File: src/rtl/uart_tx_if.sv
// Parallel-side handshake and serial line of the UART transmitter.
// The baud tick travels with the bus so RX and TX can share one generator.
interface uart_tx_if;
    logic       i_s_tick;
    logic       i_tx_start;
    logic [7:0] i_data;
    logic       o_tx;
    logic       o_tx_done_tick;
    logic       o_busy;

    modport master (
        output i_s_tick, i_tx_start, i_data,
        input  o_tx, o_tx_done_tick, o_busy
    );

    modport slave (
        input  i_s_tick, i_tx_start, i_data,
        output o_tx, o_tx_done_tick, o_busy
    );
endinterface

File: src/rtl/uart_tx.sv
// UART transmitter: start, DBIT data bits LSB first, optional parity, SB_TICK/16 stop bits.
// Request to line-low latency is one clock; i_tx_start is ignored until the frame ends.
module uart_tx #(
    parameter int DBIT    = 8,
    parameter int SB_TICK = 16,
    parameter int PARITY  = 0
) (
    input  logic      i_clock,
    input  logic      i_reset,
    uart_tx_if.slave  tx_if
);

    typedef enum logic [2:0] {
        S_IDLE,
        S_START,
        S_DATA,
        S_PARITY,
        S_STOP
    } state_t;

    state_t     r_state;
    logic [4:0] r_tick;
    logic [2:0] r_nbit;
    logic [7:0] r_shift;
    logic       r_par;
    logic       r_tx;
    logic       r_done;
    logic       r_busy;

    logic       w_bit_end;
    logic       w_stop_end;
    logic       w_last_bit;
    logic       w_par_bit;

    assign w_bit_end  = tx_if.i_s_tick && (r_tick == 5'd15);
    assign w_stop_end = tx_if.i_s_tick && (r_tick == 5'(SB_TICK - 1));
    assign w_last_bit = (r_nbit == 3'(DBIT - 1));
    // Parity over all data bits including the one finishing on this edge.
    assign w_par_bit  = r_par ^ r_shift[0] ^ (PARITY == 2);

    always_ff @(posedge i_clock or posedge i_reset) begin
        if (i_reset) begin
            r_state <= S_IDLE;
            r_tick  <= '0;
            r_nbit  <= '0;
            r_shift <= '0;
            r_par   <= 1'b0;
            r_tx    <= 1'b1;
            r_done  <= 1'b0;
            r_busy  <= 1'b0;
        end else begin
            r_done <= 1'b0;
            case (r_state)
                S_IDLE: begin
                    r_tx <= 1'b1;
                    if (tx_if.i_tx_start) begin
                        r_shift <= tx_if.i_data;
                        r_tick  <= '0;
                        r_par   <= 1'b0;
                        r_tx    <= 1'b0;
                        r_busy  <= 1'b1;
                        r_state <= S_START;
                    end
                end
                S_START: begin
                    if (w_bit_end) begin
                        r_tick  <= '0;
                        r_nbit  <= '0;
                        r_tx    <= r_shift[0];
                        r_state <= S_DATA;
                    end else if (tx_if.i_s_tick) begin
                        r_tick <= r_tick + 5'd1;
                    end
                end
                S_DATA: begin
                    if (w_bit_end) begin
                        r_tick  <= '0;
                        r_shift <= r_shift >> 1;
                        r_par   <= r_par ^ r_shift[0];
                        if (w_last_bit) begin
                            if (PARITY != 0) begin
                                r_tx    <= w_par_bit;
                                r_state <= S_PARITY;
                            end else begin
                                r_tx    <= 1'b1;
                                r_state <= S_STOP;
                            end
                        end else begin
                            r_nbit <= r_nbit + 3'd1;
                            r_tx   <= r_shift[1];
                        end
                    end else if (tx_if.i_s_tick) begin
                        r_tick <= r_tick + 5'd1;
                    end
                end
                S_PARITY: begin
                    if (w_bit_end) begin
                        r_tick  <= '0;
                        r_tx    <= 1'b1;
                        r_state <= S_STOP;
                    end else if (tx_if.i_s_tick) begin
                        r_tick <= r_tick + 5'd1;
                    end
                end
                S_STOP: begin
                    r_tx <= 1'b1;
                    if (w_stop_end) begin
                        r_tick  <= '0;
                        r_done  <= 1'b1;
                        r_busy  <= 1'b0;
                        r_state <= S_IDLE;
                    end else if (tx_if.i_s_tick) begin
                        r_tick <= r_tick + 5'd1;
                    end
                end
                default: begin
                    r_tx    <= 1'b1;
                    r_busy  <= 1'b0;
                    r_state <= S_IDLE;
                end
            endcase
        end
    end

    assign tx_if.o_tx           = r_tx;
    assign tx_if.o_tx_done_tick = r_done;
    assign tx_if.o_busy         = r_busy;

endmodule

File: src/flat_wrapper.sv
// flat-port wrapper written by rule: the top's interface ports become plain ports
module uart_tx_flat 
#(
    parameter int DBIT    = 8,
    parameter int SB_TICK = 16,
    parameter int PARITY  = 0
)
  (i_clock, i_reset, tx_if_i_s_tick, tx_if_i_tx_start, tx_if_i_data, tx_if_o_tx, tx_if_o_tx_done_tick, tx_if_o_busy);
  uart_tx_if tx_if_i ();
  input  logic i_clock;
  input  logic i_reset;
  input wire logic [$bits(tx_if_i.i_s_tick)-1:0] tx_if_i_s_tick;
  input wire logic [$bits(tx_if_i.i_tx_start)-1:0] tx_if_i_tx_start;
  input wire logic [$bits(tx_if_i.i_data)-1:0] tx_if_i_data;
  output wire logic [$bits(tx_if_i.o_tx)-1:0] tx_if_o_tx;
  output wire logic [$bits(tx_if_i.o_tx_done_tick)-1:0] tx_if_o_tx_done_tick;
  output wire logic [$bits(tx_if_i.o_busy)-1:0] tx_if_o_busy;
  assign tx_if_i.i_s_tick = tx_if_i_s_tick;
  assign tx_if_i.i_tx_start = tx_if_i_tx_start;
  assign tx_if_i.i_data = tx_if_i_data;
  assign tx_if_o_tx = tx_if_i.o_tx;
  assign tx_if_o_tx_done_tick = tx_if_i.o_tx_done_tick;
  assign tx_if_o_busy = tx_if_i.o_busy;
  uart_tx #(.DBIT(DBIT), .SB_TICK(SB_TICK), .PARITY(PARITY)) u_core (.i_clock(i_clock), .i_reset(i_reset), .tx_if(tx_if_i));
endmodule
File: config.mk
export PLATFORM = sky130hd
export DESIGN_NAME = uart_tx_flat
export DESIGN_NICKNAME = d
export VERILOG_FILES = /design/src/rtl/uart_tx_if.sv /design/src/rtl/uart_tx.sv /design/src/flat_wrapper.sv
export SDC_FILE = /design/constraint.sdc
export NUM_CORES = 1
export LEC_CHECK = 0
export ABC_AREA = 1
export CORE_MARGIN = 3
export CORE_UTILIZATION = 48
export CTS_CLUSTER_DIAMETER = 100
export DETAILED_ROUTE_END_ITERATION = 16
export MAX_ROUTING_LAYER = met4
export PLACE_DENSITY = 0.8
export SLEW_MARGIN = 20
export SYNTH_ARGS = -nofsm -noshare
export SYNTH_HDL_FRONTEND = slang
export SYNTH_SLANG_ARGS = --single-unit
File: constraint.sdc
create_clock -name i_clock -period 1.5 [get_ports i_clock]
set_clock_uncertainty 0.15 [all_clocks]
set_input_delay 0.375 -clock i_clock [delete_from_list [all_inputs] [get_ports i_clock]]
set_output_delay 0.375 -clock i_clock [all_outputs]
set_load 0.01 [all_outputs]
==> key figures <==
Route
  – Final wirelength: 3130 µm
  – Detailed Routing Iterations Pass 1: 4
  – Post-route DRC: 0
  – Via density: 5.40
  – Vias: 1259
  – Detailed router's first-iteration violation count: 49
  – Post-route ant nets: 0
  – DR WL/cell: 13.4 µm

Cells and area
  – Finished Layout Cells: 233
  – Nets: 219
  – Final core occ: 69.6%
  – Fillers: 212
  – Final instance area: 1790 µm²
  – Share of cells above drive strength 1: 36.5%
  – P&R area growth vs syn: 32.3%
  – Diodes inserted: 0

Clocking
  – H-tree levels: 1
  – Root Driver: clkbuf_4
  – Maximum root-to-sink buffer count: 2
  – CTS Hold Bufs: 0
  – Worst-Skew Late Latency: 0.32 ns
  – CTS tree: yes
  – CTS buffer count: 3
  – Clock slew at reported path FFs: 0.12 ns
  – CTS sink count: 22

Critical path
  – Slowest cell on the critical path: dfstp_2
  – Critical path endpoint category: primary output
  – CP Launch Type: flop
  – Crit path cell chain: buf_6
  – Worst Path Buf+Inv: 1
  – Critical Path Fanout Max: 2
  – WP data required: 0.97 ns
  – WS Path Type: flop to primary output
  – Delay-heaviest family, CP: flip-flops
  – Slowest stage delay, CP: 0.56 ns
  – Worst Path Arrival: 0.98 ns

Placement
  – Placed instance area: 1620 µm²
  – Placed cell count: 224
  – PortBufs: 14
  – HPWL after DPL: 2120 µm
  – Place WS: -0.200 ns
  – Placer Congestion: 0.828

Run status
  – Outcome: complete, but fails checks
  – Failing checks: setup timing

Floorplanning
  – Row cnt: 18
  – Die extent in y: 59.1 µm
  – Ports: 15
  – Total core area: 2570 µm²
  – Initial core utilization: 52.6%
  – Chip width: 59.1 µm
  – Die Area: 3490 µm²

GRT
  – Vias in the first global route: 1171
  – Initial antenna violation count: 0
  – Gr usage total: 19.6%
  – GRT overflow: 0
  – Pin count of the biggest net entering global routing: 23
  – First-pass GRT wire length: 5040 µm

Timing
  – Max_slew headroom: 82.8%
  – Max Freq: 0.664 GHz
  – Final hold violation count: 0
  – Worst-Margin Slew: 0.258 ns
  – Max Slew Vio Count: 0
  – RSZ-0062 raised after global routing: true
  – Final setup vio count: 1
  – Tcrit/Tclk final: 100%
  – Post-layout min period: 1.51 ns
  – Final WS setup: -0.00581 ns

Synth
  – Largest area contributor in the netlist: dfrtp_1
  – Top cells by count, synth: 49 x nand2_1, 30 x nand3_1, 21 x dfrtp_1
  – Mapped Cells: 170
  – Synthesized cell area: 1350 µm²
  – Sequential area share after synthesis: 40.8%
  – Ys async rst share: 100%
  – Most common cell in the netlist: nand2_1
  – Flop and latch count out of synthesis: 22
  – Number of flops mapped to enable cells by yosys: 0
  – Post-synth cell types: 25
  – Post-synth top area share: 38.9%
  – Mean area per synthesized cell: 7.95 µm²
  – YS warnings: 0
  – Synth top area cells: dfrtp_1 39%, nand2_1 14%, nand3_1 11%, nand2_2 4.2%, nand2_4 4.2%
  – Top_reg_cell synth: dfrtp_1
  – Post-Syn Nets: 185

Worst hold path
  – Worst min-delay path class: primary input to async pin

Job
  – Max_cap viols: 0

Power
  – P per Cell Area: 1640 nW/µm²
  – VDD IR max: 0.00115 V
  – Leak pwr: 0.933 nW
  – Total chip power: 2.92 mW
-- report_power, final --
part	total, mW	internal, mW	switching, mW
Sequential	1.01	0.814	0.198
Clock	0.339	0.149	0.191
Combinational	1.57	0.653	0.922
-- routing by layer --
| layer | GRT usage (%) | share of wire, % |
|---|---|---|
| met1 | 22.8 | 41 |
| met3 | 5.45 | 4.4 |
| met5 | - | 0 |
| met4 | 9.71 | 2.8 |
| met2 | 31.1 | 52 |
-- cell usage in the layout (no fill, tap or decap), types with 2 or more instances in the layout --
| cell | n |
|---|---|
| nor2_2 | 2 |
| nand3_1 | 22 |
| nand4_1 | 3 |
| nor2_4 | 3 |
| buf_4 | 16 |
| buf_12 | 2 |
| nand2_1 | 45 |
| clkbuf_4 | 3 |
| dfrtp_1 | 19 |
| nand3_2 | 11 |
| nor2_1 | 7 |
| o21ai_1 | 6 |
| clkdlybuf4s50_1 | 11 |
| inv_1 | 10 |
| dfrtp_2 | 2 |
| inv_2 | 5 |
| nand2_2 | 10 |
| nand2_4 | 7 |
-- state kept, by name (all words and copies together) (netlist names) --
name / count
u_core.r_tick: 5
u_core.r_nbit: 3
u_core.tx_if.o_tx: 1
u_core.tx_if.o_busy: 1
u_core.tx_if.o_tx_done_tick: 1
u_core.r_shift: 8
u_core.r_state: 3
-- layout make-up --
cell class | count | area, µm² | share of cell area [%]
clock buffer | 4 | 36.3 | 2.03
timing repair buffer | 32 | 292 | 16.3
inverter | 17 | 67.6 | 3.78
multi-input combinational | 128 | 801 | 44.8
tap | 30 | 37.5 | 2.10
sequential | 22 | 554 | 31.0
-- worst paths after layout --
path / slack (ns) / to / cells after the start / from
setup / recovery: -0.006 / tx_if_o_tx / 1 / u_core.tx_if.o_tx
hold / removal: 0.21 / u_core.r_shift[4] / 3 / i_reset
setup reg to reg: 0.01 / u_core.r_state[0] / 8 / u_core.r_tick[1]
hold reg to reg: 0.35 / u_core.r_nbit[1] / 2 / u_core.r_nbit[1]
max in group asynchronous: 0.77 / u_core.tx_if.o_tx / 3 / i_reset
min in group i_clock: 0.35 / u_core.r_nbit[1] / 2 / u_core.r_nbit[1]
-- logic make-up after synthesis --
kind of cell | synth area share, %
flip-flops | 40.8
AO/OA/AOI/OAI | 3.52
adder cells (fa/ha/maj) | 2.78
AND/OR/NAND/NOR | 43.7
buffers and inverters | 7.87
XOR/XNOR | 1.30
-- metrics by stage --
stage | hold slack (ns) | setup TNS, ns
after CTS | 0.204 | -0.0237
after detailed placement | 0.326 | -3.08
after global routing | 0.225 | -1.11
after global placement | 0.314 | -2.53
after floorplan | 0.213 | 0
final | 0.211 | -0.00581
-- timing repair --
| item | in CTS | in global routing |
|---|---|---|
| gates cloned | 0 | 1 |
| resized for setup | 12 | 25 |
| setup endpoints to repair | 13 | 23 |
| pin swaps | 0 | 21 |
| setup buffers | 0 | 4 |
(Power assumes the default switching activity.)
